File: config.mk
export PLATFORM = sky130hd
export DESIGN_NAME = i2c_master_byte
export DESIGN_NICKNAME = d
export VERILOG_FILES = /design/src/rtl/i2c_master_byte.sv
export SDC_FILE = /design/constraint.sdc
export NUM_CORES = 1
export LEC_CHECK = 0
export ABC_AREA = 1
export BUFFER_PORTS_ARGS = -buffer_cell sky130_fd_sc_hd__buf_2
export CORE_MARGIN = 2
export CORE_UTILIZATION = 50
export CTS_BUF_LIST = sky130_fd_sc_hd__clkbuf_4 sky130_fd_sc_hd__clkbuf_8
export DETAILED_ROUTE_END_ITERATION = 10
export PLACE_DENSITY = 0.83
export SKIP_CTS_REPAIR_TIMING = 1
export SLEW_MARGIN = 40
export SYNTH_ARGS = -nofsm -noshare
export SYNTH_HDL_FRONTEND = slang
export SYNTH_SLANG_ARGS = --single-unit
File: constraint.sdc
create_clock -name clk_in -period 1.1 [get_ports clk_in]
set_input_delay 0 -clock clk_in [delete_from_list [all_inputs] [get_ports clk_in]]
set_output_delay 0 -clock clk_in [all_outputs]
set_load 0.01 [all_outputs]
File: src/rtl/i2c_master_byte.sv
`default_nettype none
// ============================================================================
// Module   : i2c_master_byte
// Purpose  : Single-byte I2C master (START, addr+R/W, ACK, one data byte,
//            ACK/NACK, STOP) sequenced from gen_clk's SCL edge strobes.
// Revision : 1.0 - initial release
// ============================================================================
module i2c_master_byte #(
    parameter int DATA_W = 8
) (
    input  logic              clk_in,
    input  logic              reset,
    input  logic              scl_posedge,
    input  logic              scl_negedge,
    input  logic              start_req,
    input  logic              rw,
    input  logic [6:0]        dev_addr,
    input  logic [DATA_W-1:0] wdata,
    input  logic              sda_in,
    output logic              sda_oe,
    output logic              scl_en,
    output logic              busy,
    output logic              done,
    output logic              ack_err,
    output logic [DATA_W-1:0] rdata
);

    localparam logic [3:0] c_IDLE       = 4'd0;
    localparam logic [3:0] c_WAIT_START = 4'd1;
    localparam logic [3:0] c_ADDR       = 4'd2;
    localparam logic [3:0] c_ADDR_ACK   = 4'd3;
    localparam logic [3:0] c_WDATA      = 4'd4;
    localparam logic [3:0] c_WACK       = 4'd5;
    localparam logic [3:0] c_RDATA      = 4'd6;
    localparam logic [3:0] c_MACK       = 4'd7;
    localparam logic [3:0] c_PRE_STOP   = 4'd8;
    localparam logic [3:0] c_STOP       = 4'd9;
    localparam logic [3:0] c_DONE       = 4'd10;

    logic [3:0]        r_state;
    logic [2:0]        r_bit_cnt;
    logic [7:0]        r_shift;
    logic [DATA_W-1:0] r_wdata;
    logic [DATA_W-1:0] r_rdata;
    logic              r_sda_oe;
    logic              r_scl_en;
    logic              r_busy;
    logic              r_done;
    logic              r_ack_err;

    logic              w_pos;
    logic              w_neg;

    // Rising strobe wins if gen_clk ever asserts both in one cycle.
    assign w_pos = scl_posedge;
    assign w_neg = scl_negedge & ~scl_posedge;

    always_ff @(posedge clk_in) begin
        if (reset) begin
            r_state   <= c_IDLE;
            r_bit_cnt <= 3'd0;
            r_shift   <= 8'd0;
            r_wdata   <= '0;
            r_rdata   <= '0;
            r_sda_oe  <= 1'b0;
            r_scl_en  <= 1'b0;
            r_busy    <= 1'b0;
            r_done    <= 1'b0;
            r_ack_err <= 1'b0;
        end else begin
            r_done <= 1'b0;
            case (r_state)
                c_IDLE: begin
                    if (start_req) begin
                        r_shift   <= {dev_addr, rw};
                        r_wdata   <= wdata;
                        r_ack_err <= 1'b0;
                        r_busy    <= 1'b1;
                        r_state   <= c_WAIT_START;
                    end
                end
                c_WAIT_START: begin
                    // SCL is released high here, so pulling SDA forms START.
                    if (w_pos) begin
                        r_sda_oe  <= 1'b1;
                        r_scl_en  <= 1'b1;
                        r_bit_cnt <= 3'd7;
                        r_state   <= c_ADDR;
                    end
                end
                c_ADDR: begin
                    if (w_pos) begin
                        if (r_bit_cnt == 3'd0) begin
                            r_state <= c_ADDR_ACK;
                        end else begin
                            r_bit_cnt <= r_bit_cnt - 3'd1;
                        end
                    end else if (w_neg) begin
                        r_sda_oe <= ~r_shift[r_bit_cnt];
                    end
                end
                c_ADDR_ACK: begin
                    if (w_pos) begin
                        r_bit_cnt <= 3'd7;
                        if (sda_in) begin
                            r_ack_err <= 1'b1;
                            r_state   <= c_PRE_STOP;
                        end else if (r_shift[0]) begin
                            r_state <= c_RDATA;
                        end else begin
                            r_state <= c_WDATA;
                        end
                    end else if (w_neg) begin
                        r_sda_oe <= 1'b0;
                    end
                end
                c_WDATA: begin
                    if (w_pos) begin
                        if (r_bit_cnt == 3'd0) begin
                            r_state <= c_WACK;
                        end else begin
                            r_bit_cnt <= r_bit_cnt - 3'd1;
                        end
                    end else if (w_neg) begin
                        r_sda_oe <= ~r_wdata[r_bit_cnt];
                    end
                end
                c_WACK: begin
                    if (w_pos) begin
                        if (sda_in) begin
                            r_ack_err <= 1'b1;
                        end
                        r_state <= c_PRE_STOP;
                    end else if (w_neg) begin
                        r_sda_oe <= 1'b0;
                    end
                end
                c_RDATA: begin
                    if (w_pos) begin
                        r_rdata[r_bit_cnt] <= sda_in;
                        if (r_bit_cnt == 3'd0) begin
                            r_state <= c_MACK;
                        end else begin
                            r_bit_cnt <= r_bit_cnt - 3'd1;
                        end
                    end else if (w_neg) begin
                        r_sda_oe <= 1'b0;
                    end
                end
                c_MACK: begin
                    // Single-byte read always ends with a master NACK.
                    if (w_pos) begin
                        r_state <= c_PRE_STOP;
                    end else if (w_neg) begin
                        r_sda_oe <= 1'b0;
                    end
                end
                c_PRE_STOP: begin
                    if (w_pos) begin
                        r_state <= c_STOP;
                    end else if (w_neg) begin
                        r_sda_oe <= 1'b1;
                    end
                end
                c_STOP: begin
                    // SCL is high: releasing SDA forms STOP, then park SCL.
                    r_sda_oe <= 1'b0;
                    r_scl_en <= 1'b0;
                    r_state  <= c_DONE;
                end
                c_DONE: begin
                    r_done  <= 1'b1;
                    r_busy  <= 1'b0;
                    r_state <= c_IDLE;
                end
                default: begin
                    r_state <= c_IDLE;
                end
            endcase
        end
    end

    assign sda_oe  = r_sda_oe;
    assign scl_en  = r_scl_en;
    assign busy    = r_busy;
    assign done    = r_done;
    assign ack_err = r_ack_err;
    assign rdata   = r_rdata;

endmodule
`default_nettype wire

==> summary by stage, run 1 <==
Layout
The repair_antennas step left the layout with diodes totalling 0. The most frequent standard cell in the layout excluding fill and tap cells is sky130_fd_sc_hd__nand2_1. Leaving out fill and tap cells, the most frequent cells in the layout are sky130_fd_sc_hd__nand2_1, sky130_fd_sc_hd__buf_2, sky130_fd_sc_hd__dfxtp_1, sky130_fd_sc_hd__buf_4, sky130_fd_sc_hd__nor2_1. The layout overhead on the synthesized area is 41.2%. The total non-filler cell area in the finished layout is 2650 um2. The layout net count is 373.

The share of cells above drive strength 1 is 36.9%. The final non-filler cell total is 398.

Timing
After layout, the worst path uses 118% of the clock period. The tightest hold margin is -34.2 ps. Once routing completed, OpenROAD measured the worst setup slack at -193 ps. The final critical-path required period is 1290 ps. The hold violation total from the final report is 9. The max-slew violation count came to 0. The number of failing setup endpoints in the final timing report is 32. The worst slew slack as a fraction of its limit is 80.9%. Timing would allow up to 773 MHz. Setup repair after global routing could not meet its margin everywhere. On the final layout, the worst clock skew is 7.23 ps. For the pin with the worst max-slew slack, the measured transition is 286 ps. The final total negative setup slack is -3560 ps.

Synthesis
The top cell type's share of synthesized area is 38.4%. Counting distinct cell types in the post-synthesis netlist gives 32. Synthesis produced a netlist with a net count of 305. The number of instances in the synthesized netlist is 281.

The cell accounting for the most synthesized area is sky130_fd_sc_hd__dfxtp_1. The netlist area before placement is 1880 um2. Sorting the synthesized cells by area gives the leading types as sky130_fd_sc_hd__dfxtp_1, sky130_fd_sc_hd__nand2_1, sky130_fd_sc_hd__a21oi_1. The synthesized design contains 36 register bits. Of the synthesized area, sequential elements account for 38.4%. The Yosys warning count is 0.

Dividing the synthesized area by the synthesized cell count gives 6.68 um2.

Run
Max-cap violations in this run came to 0.

Power and ir drop
The power density of the placed cells is 2560 nW/um2. The leakage power is 1.22 nW. IR analysis of the VDD net gives a maximum drop of 1.45 mV.

Floorplan
The placement row count is 22. The initial standard-cell utilization of the core is 51.7%. Pin placement for this block handled 35 I/O pins.

The die covers 4260 um2. The standard cell core area is 3630 um2. In this run the horizontal extent of the chip is 65.3 um. The height of the die is 65.3 um.

Clocking
Counting along the longest clock path gives a buffer depth of 2. The tree is rooted in a sky130_fd_sc_hd__clkbuf_8. TritonCTS built the clock tree. The register clock-pin slew on the reported worst setup and hold paths is 80 ps. The clock latency on the worst-skew pair is 290 ps. CTS built an H-tree with a depth of 2. The CTS sink count is 36. Clock tree synthesis inserted a total of 5 buffers.

Critical path
Along the worst path, the maximum fanout reaches 4. The critical path required time is 1320 ps. The type of the setup path with the least slack is reg -> reg. STA classifies the critical path startpoint as a flip-flop. The arrival time at the worst endpoint is 1510 ps.

STA classifies the critical path endpoint as a flip-flop.

Global route
The number of global-route vias before repair was 1718. Global routing finished with a remaining overflow of 0. The initial antenna violation count is 0. The first global-routing pass estimated 7690 um of wire. The pin count of the biggest net entering global routing is 29. The global routing usage summed across all routing layers is 23.7%.

Worst hold path
The type of the worst min-delay path is in -> reg.

Routing
Detailed routing inserted a total of 2024 vias. The pre-antenna-repair detailed-routing pass consisted of 5 iterations. The detailed router's first-iteration violation count is 152. The total detailed-routing wirelength is 4970 um. The post-route antenna net violation count is 0.

After detailed routing, the average wire length per cell comes to 12.5 um. The via density per instance is 5.09. The remaining routing DRC violations is 0.

Run status
The checks that failed: negative hold slack, negative setup slack. The run finished, with violations left.

Placement
The half-perimeter wire length of the detailed placement result is 3590 um. At the end of routability-driven placement, the weighted congestion stood at 0.912. The cell count after placement is 385. The instance area at placement is 2380 um2. The port buffer count is 34.
-- where the power goes --
group	internal (mW)	total [mW]	switching (mW)
Combinational	1.64	3.88	2.24
Sequential	1.69	1.98	0.290
Clock	0.441	0.933	0.492
Total	3.77	6.79	3.03
-- registers in the layout, indices dropped and copies added (netlist names) --
name	count
r_shift	8
r_wdata	8
rdata	8
r_state	4
r_bit_cnt	3
ack_err	1
busy	1
done	1
scl_en	1
sda_oe	1
-- synth_stat cells --
master                     count
sky130_fd_sc_hd__o21ai_1       4
sky130_fd_sc_hd__a31oi_1       1
sky130_fd_sc_hd__o21bai_1      2
sky130_fd_sc_hd__nand2_1      67
sky130_fd_sc_hd__or2_2         1
sky130_fd_sc_hd__inv_1        26
sky130_fd_sc_hd__ha_1          2
sky130_fd_sc_hd__buf_1         1
sky130_fd_sc_hd__o211ai_1      3
sky130_fd_sc_hd__nor2_8        1
sky130_fd_sc_hd__buf_4         2
sky130_fd_sc_hd__clkinv_1      1
sky130_fd_sc_hd__nor3_1        4
sky130_fd_sc_hd__nand2_2       8
sky130_fd_sc_hd__nor2_2        5
sky130_fd_sc_hd__a21oi_1      27
sky130_fd_sc_hd__o22ai_1       1
sky130_fd_sc_hd__nand2_4       1
sky130_fd_sc_hd__clkbuf_1      2
sky130_fd_sc_hd__nand4_1       1
sky130_fd_sc_hd__inv_2         9
sky130_fd_sc_hd__buf_6         1
sky130_fd_sc_hd__nor2_1       31
sky130_fd_sc_hd__dfxtp_1      36
sky130_fd_sc_hd__nor4_1        1
sky130_fd_sc_hd__nand3_1      18
sky130_fd_sc_hd__o21ai_0      17
sky130_fd_sc_hd__nor3_2        1
sky130_fd_sc_hd__nand3_2       1
sky130_fd_sc_hd__buf_2         4
sky130_fd_sc_hd__nor2_4        1
sky130_fd_sc_hd__xor2_1        1
-- worst paths after layout --
kind | start | cells past startpoint | endpoint | slack (ps)
hold / removal | dev_addr[1] | 3 | r_shift[2]$_SDFFE_PP0P_ | -30
setup reg to reg | r_state[1]$_SDFFE_PP0P_ | 10 | r_bit_cnt[2]$_SDFFE_PP0P_ | -190
setup / recovery | r_state[1]$_SDFFE_PP0P_ | 10 | r_bit_cnt[2]$_SDFFE_PP0P_ | -190
hold reg to reg | r_shift[2]$_SDFFE_PP0P_ | 2 | r_shift[2]$_SDFFE_PP0P_ | 450
-- routing by layer --
metal,vias to the layer above,GRT usage [%],part of all wire [%]
met5,-,0,0
met4,0,4.69,1.2
met3,10,6.16,5.5
met2,63,41.7,51
met1,916,29.2,42
li1,1035,-,-
-- area by class of cell --
class                   count  area [um2]
flip-flops and latches     36         742
repair buffers             71         499
clock buffers               5        68.8
fillers                   315         981
clock inverters             3        18.8
multi-input cells         199        1110
well taps                  48        60.1
inverters                  36         153
-- critical path: stages, from the launching register on --
cell and delay (ps):
sky130_fd_sc_hd__dfxtp_4 410, sky130_fd_sc_hd__inv_4 50, sky130_fd_sc_hd__nand2_4 90, sky130_fd_sc_hd__nand2_4 80, sky130_fd_sc_hd__nor2_8 150, sky130_fd_sc_hd__nand2_4 80
sky130_fd_sc_hd__nand2_4 90, sky130_fd_sc_hd__nand2_4 50, sky130_fd_sc_hd__nand2_2 40, sky130_fd_sc_hd__nand2_1 40, sky130_fd_sc_hd__nor2_1 130
-- stage by stage --
step	power [mW]	util [%]	setup WS [ps]
3_5_place_dp	5.28	65.4	-157
2_1_floorplan	4.17	-	-62.9
6_report	6.79	73.0	-193
4_1_cts	6.23	67.8	-181
5_1_grt	7.33	73.0	-269
3_3_place_gp	5.22	65.4	-138
-- cells by family after synthesis --
group | Yosys count | share of synthesized area, %
fa+ha+maj | 2 | 1.33
buf+inv | 46 | 10.3
compound gates | 55 | 15.5
flops | 36 | 38.4
simple gates | 141 | 34.1
xor+xnor | 1 | 0.466
No activity file was read; power rests on OpenSTA's default activity.
==> run 2: changes to the inputs <==
--- a/config.mk
+++ b/config.mk
@@ -11,7 +11,9 @@
 export CORE_UTILIZATION = 50
 export CTS_BUF_LIST = sky130_fd_sc_hd__clkbuf_4 sky130_fd_sc_hd__clkbuf_8
 export DETAILED_ROUTE_END_ITERATION = 10
+export GPL_TIMING_DRIVEN = 0
 export PLACE_DENSITY = 0.83
+export REMOVE_ABC_BUFFERS = 1
 export SKIP_CTS_REPAIR_TIMING = 1
 export SLEW_MARGIN = 40
 export SYNTH_ARGS = -nofsm -noshare
==> summary by stage, run 2 (synthesized netlist as in run 1, its figures left out) <==
Timing
The final critical-path required period is 1360 ps (+62.4 ps). The worst clock skew is 10.6 ps (+3.40 ps). The tightest hold margin is -18.7 ps (+15.5 ps). The slew at the pin closest to its max-slew limit was 676 ps (+389 ps). The final period utilization is 123% (+5.7 points). The final worst slack is -256 ps (-62.4 ps). The worst slew slack as a fraction of its limit was 54.9% (-26 points). The number of failing setup endpoints in the final timing report is 34 (+6.3%).

Setup repair after global routing could not meet its margin everywhere. The max-slew violation count is 0 (unchanged). The maximum frequency from static timing analysis was 738 MHz (-4.6%). The hold violation total from the final report came to 9 (unchanged).

Power and ir drop
The largest vdd supply drop came to 1.40 mV (-3.5%). The overall power of the completed layout is 6.63 mW (-2.4%). The power density of the placed cells is 2700 nW/um2 (+5.5%). The leakage power is 1.11 nW (-8.9%).

Critical path
The maximum fanout count along the critical path is 7 (+3). The worst register-to-register path ends at r_state[2]$_SDFFE_PP0P_. The cell count of the worst reg-to-reg path is 8 (-2). The critical path launch point type is a flip-flop. The critical path required time is 1290 ps (-30 ps). In this run the worst setup path terminates at r_state[2]$_SDFFE_PP0P_. The critical path goes through nor2_4, nand2_2, nor2_2, inv_1, nand3_4, nand2_1, nand2_1, nor2_2. The arrival time at the worst endpoint is 1540 ps (+30 ps).

The startpoint identified for the worst register-to-register timing path is r_state[0]$_SDFFE_PP0P_. The setup slack on the worst flop-to-flop path is -260 ps (-60 ps). The kind of capture point of the worst setup path is a flip-flop. The worst stage delay on the critical path is 380 ps (-30 ps). The type of the setup path with the least slack is reg -> reg. In this run the worst setup path begins at r_state[0]$_SDFFE_PP0P_. Among all stages on the critical path, the largest delay is contributed by sky130_fd_sc_hd__dfxtp_4.

Placement
The weighted congestion at the end of routability-driven global placement came to 0.907 (-0.53%). The port buffer count is 34 (unchanged). The half-perimeter wire length of the detailed placement result is 2930 um (-18%). The instance area at placement is 2060 um2 (-14%).

Layout
Leaving out fill and tap cells, the most frequent cell in the layout is sky130_fd_sc_hd__nand2_1. The layout net count came to 351 (-5.9%). The area taken by multi-input logic gates is 1120 um2 (+0.45%).

The area taken by flip-flops and latches was 747 um2 (+0.67%). The number of fill cells came to 305 (-3.2%). From synthesis to final layout, the design area changed by 30.7%. In the layout the commonest cells are sky130_fd_sc_hd__nand2_1, sky130_fd_sc_hd__buf_2, sky130_fd_sc_hd__dfxtp_1, sky130_fd_sc_hd__nor2_1, sky130_fd_sc_hd__a21oi_1. The share of cells above drive strength 1 was 32.9% (-3.9 points). The number of antenna diodes is 0 (unchanged). The total non-filler cell area in the finished layout came to 2450 um2 (-7.5%).

Floorplan
The placement row count is 22 (unchanged). The number of I/O pins is 35 (unchanged). The standard cell core area is 3630 um2 (unchanged). The chip width was 65.3 um (unchanged). The height of the die is 65.3 um (unchanged). The initial standard-cell utilization of the core is 51.7% (unchanged). The full die area is 4260 um2 (unchanged).

Global route
The total grt overflow was 0 (unchanged). The number of global-route vias before repair is 1547 (-10%). The pin count of the biggest net entering global routing is 33 (+14%). The global-route wire length before repair came to 6890 um (-10%). The global routing usage summed across all routing layers is 21.0% (-2.7 points). The initial antenna violation count is 0 (unchanged).

Routing
The detailed router's first-iteration violation count is 141 (-7.2%). The total detailed-routing wirelength was 4880 um (-1.8%). The via density per instance is 5.14 (+0.99%). The number of iterations in the first detailed-routing pass is 4 (-1). The total vias in the final route came to 1931 (-4.6%).

The remaining routing DRC violations came to 0 (unchanged). The post-route antenna net violation count is 0 (unchanged). The average wire per standard cell is 13.0 um (+4.0%).

Run status
The final reports fail on negative hold slack, negative setup slack. The run finished, with violations left.

Clocking
The CTS sink count is 36 (unchanged). TritonCTS built the clock tree. The maximum level of the CTS H-tree is 2 (unchanged). The number of buffers on the longest clock path came to 2 (unchanged). The register clock-pin slew on the reported worst setup and hold paths is 80 ps (about the same). The number of buffers created by CTS is 5 (unchanged). The library cell used as clock root buffer is sky130_fd_sc_hd__clkbuf_8. The clock latency on the worst-skew pair is 300 ps (about the same).

Worst hold path
The type of the worst min-delay path is in -> reg.

Run
The max-cap violation count is 0 (unchanged).
==> run 2: worst min-delay path by stage <==
stage                      startpoint                        end  depth (start not counted)
final                        wdata[7]    r_wdata[7]$_SDFFE_PP0P_                          3
after global routing               rw    r_shift[0]$_SDFFE_PP0P_                          3
after CTS                    wdata[4]    r_wdata[4]$_SDFFE_PP0P_                          3
after detailed placement  dev_addr[3]    r_shift[4]$_SDFFE_PP0P_                          3
after global placement    dev_addr[3]    r_shift[4]$_SDFFE_PP0P_                          3
after floorplan                 reset  r_bit_cnt[1]$_SDFFE_PP0P_                          1
==> run 2: worst max-delay path: cells and delay by family, from the launching register on <==
kind                   cells  cell delay, ps
and+or+nand+nor            7             760
DFF                        1             380
buffers and inverters      1             110
==> run 2: metal layers <==
metal	share of wire, %	GRT usage, %	routed length (um)	vias to the layer above
met4	2.1	6.25	102	0
met5	0	0	0	-
met2	48	33.4	2370	61
met1	44	27.6	2130	865
li1	-	-	-	996
met3	5.8	6.16	284	9
==> run 2: area by class of cell <==
cell class / count / area share (%)
multi-input combinational: 200 / 45.5
timing repair buffer: 48 / 11.9
clock buffer: 7 / 3.41
sequential: 36 / 30.4
clock inverter: 1 / 0.357
inverter: 36 / 6.01
tap: 48 / 2.45
==> run 2: through the flow <==
step           TNS [ps]  std cells  util [%]  setup WS [ps]  hold slack, ps
5_1_grt           -7060        376      67.6           -318           -3.91
2_1_floorplan    -12610        271         -           -541            69.1
3_5_place_dp     -18340        353      56.6           -690             261
4_1_cts          -18780        361      59.1           -706           -45.5
3_3_place_gp     -24420        353      56.4          -1020             257
6_report          -4610        376      67.6           -256           -18.7
==> run 2: where the power goes <==
group	internal, mW	switching [mW]	leakage [nW]
logic	1.38	2.23	0.765
clock network	0.501	0.482	0.0493
registers	1.70	0.338	0.299
total	3.57	3.05	1.11
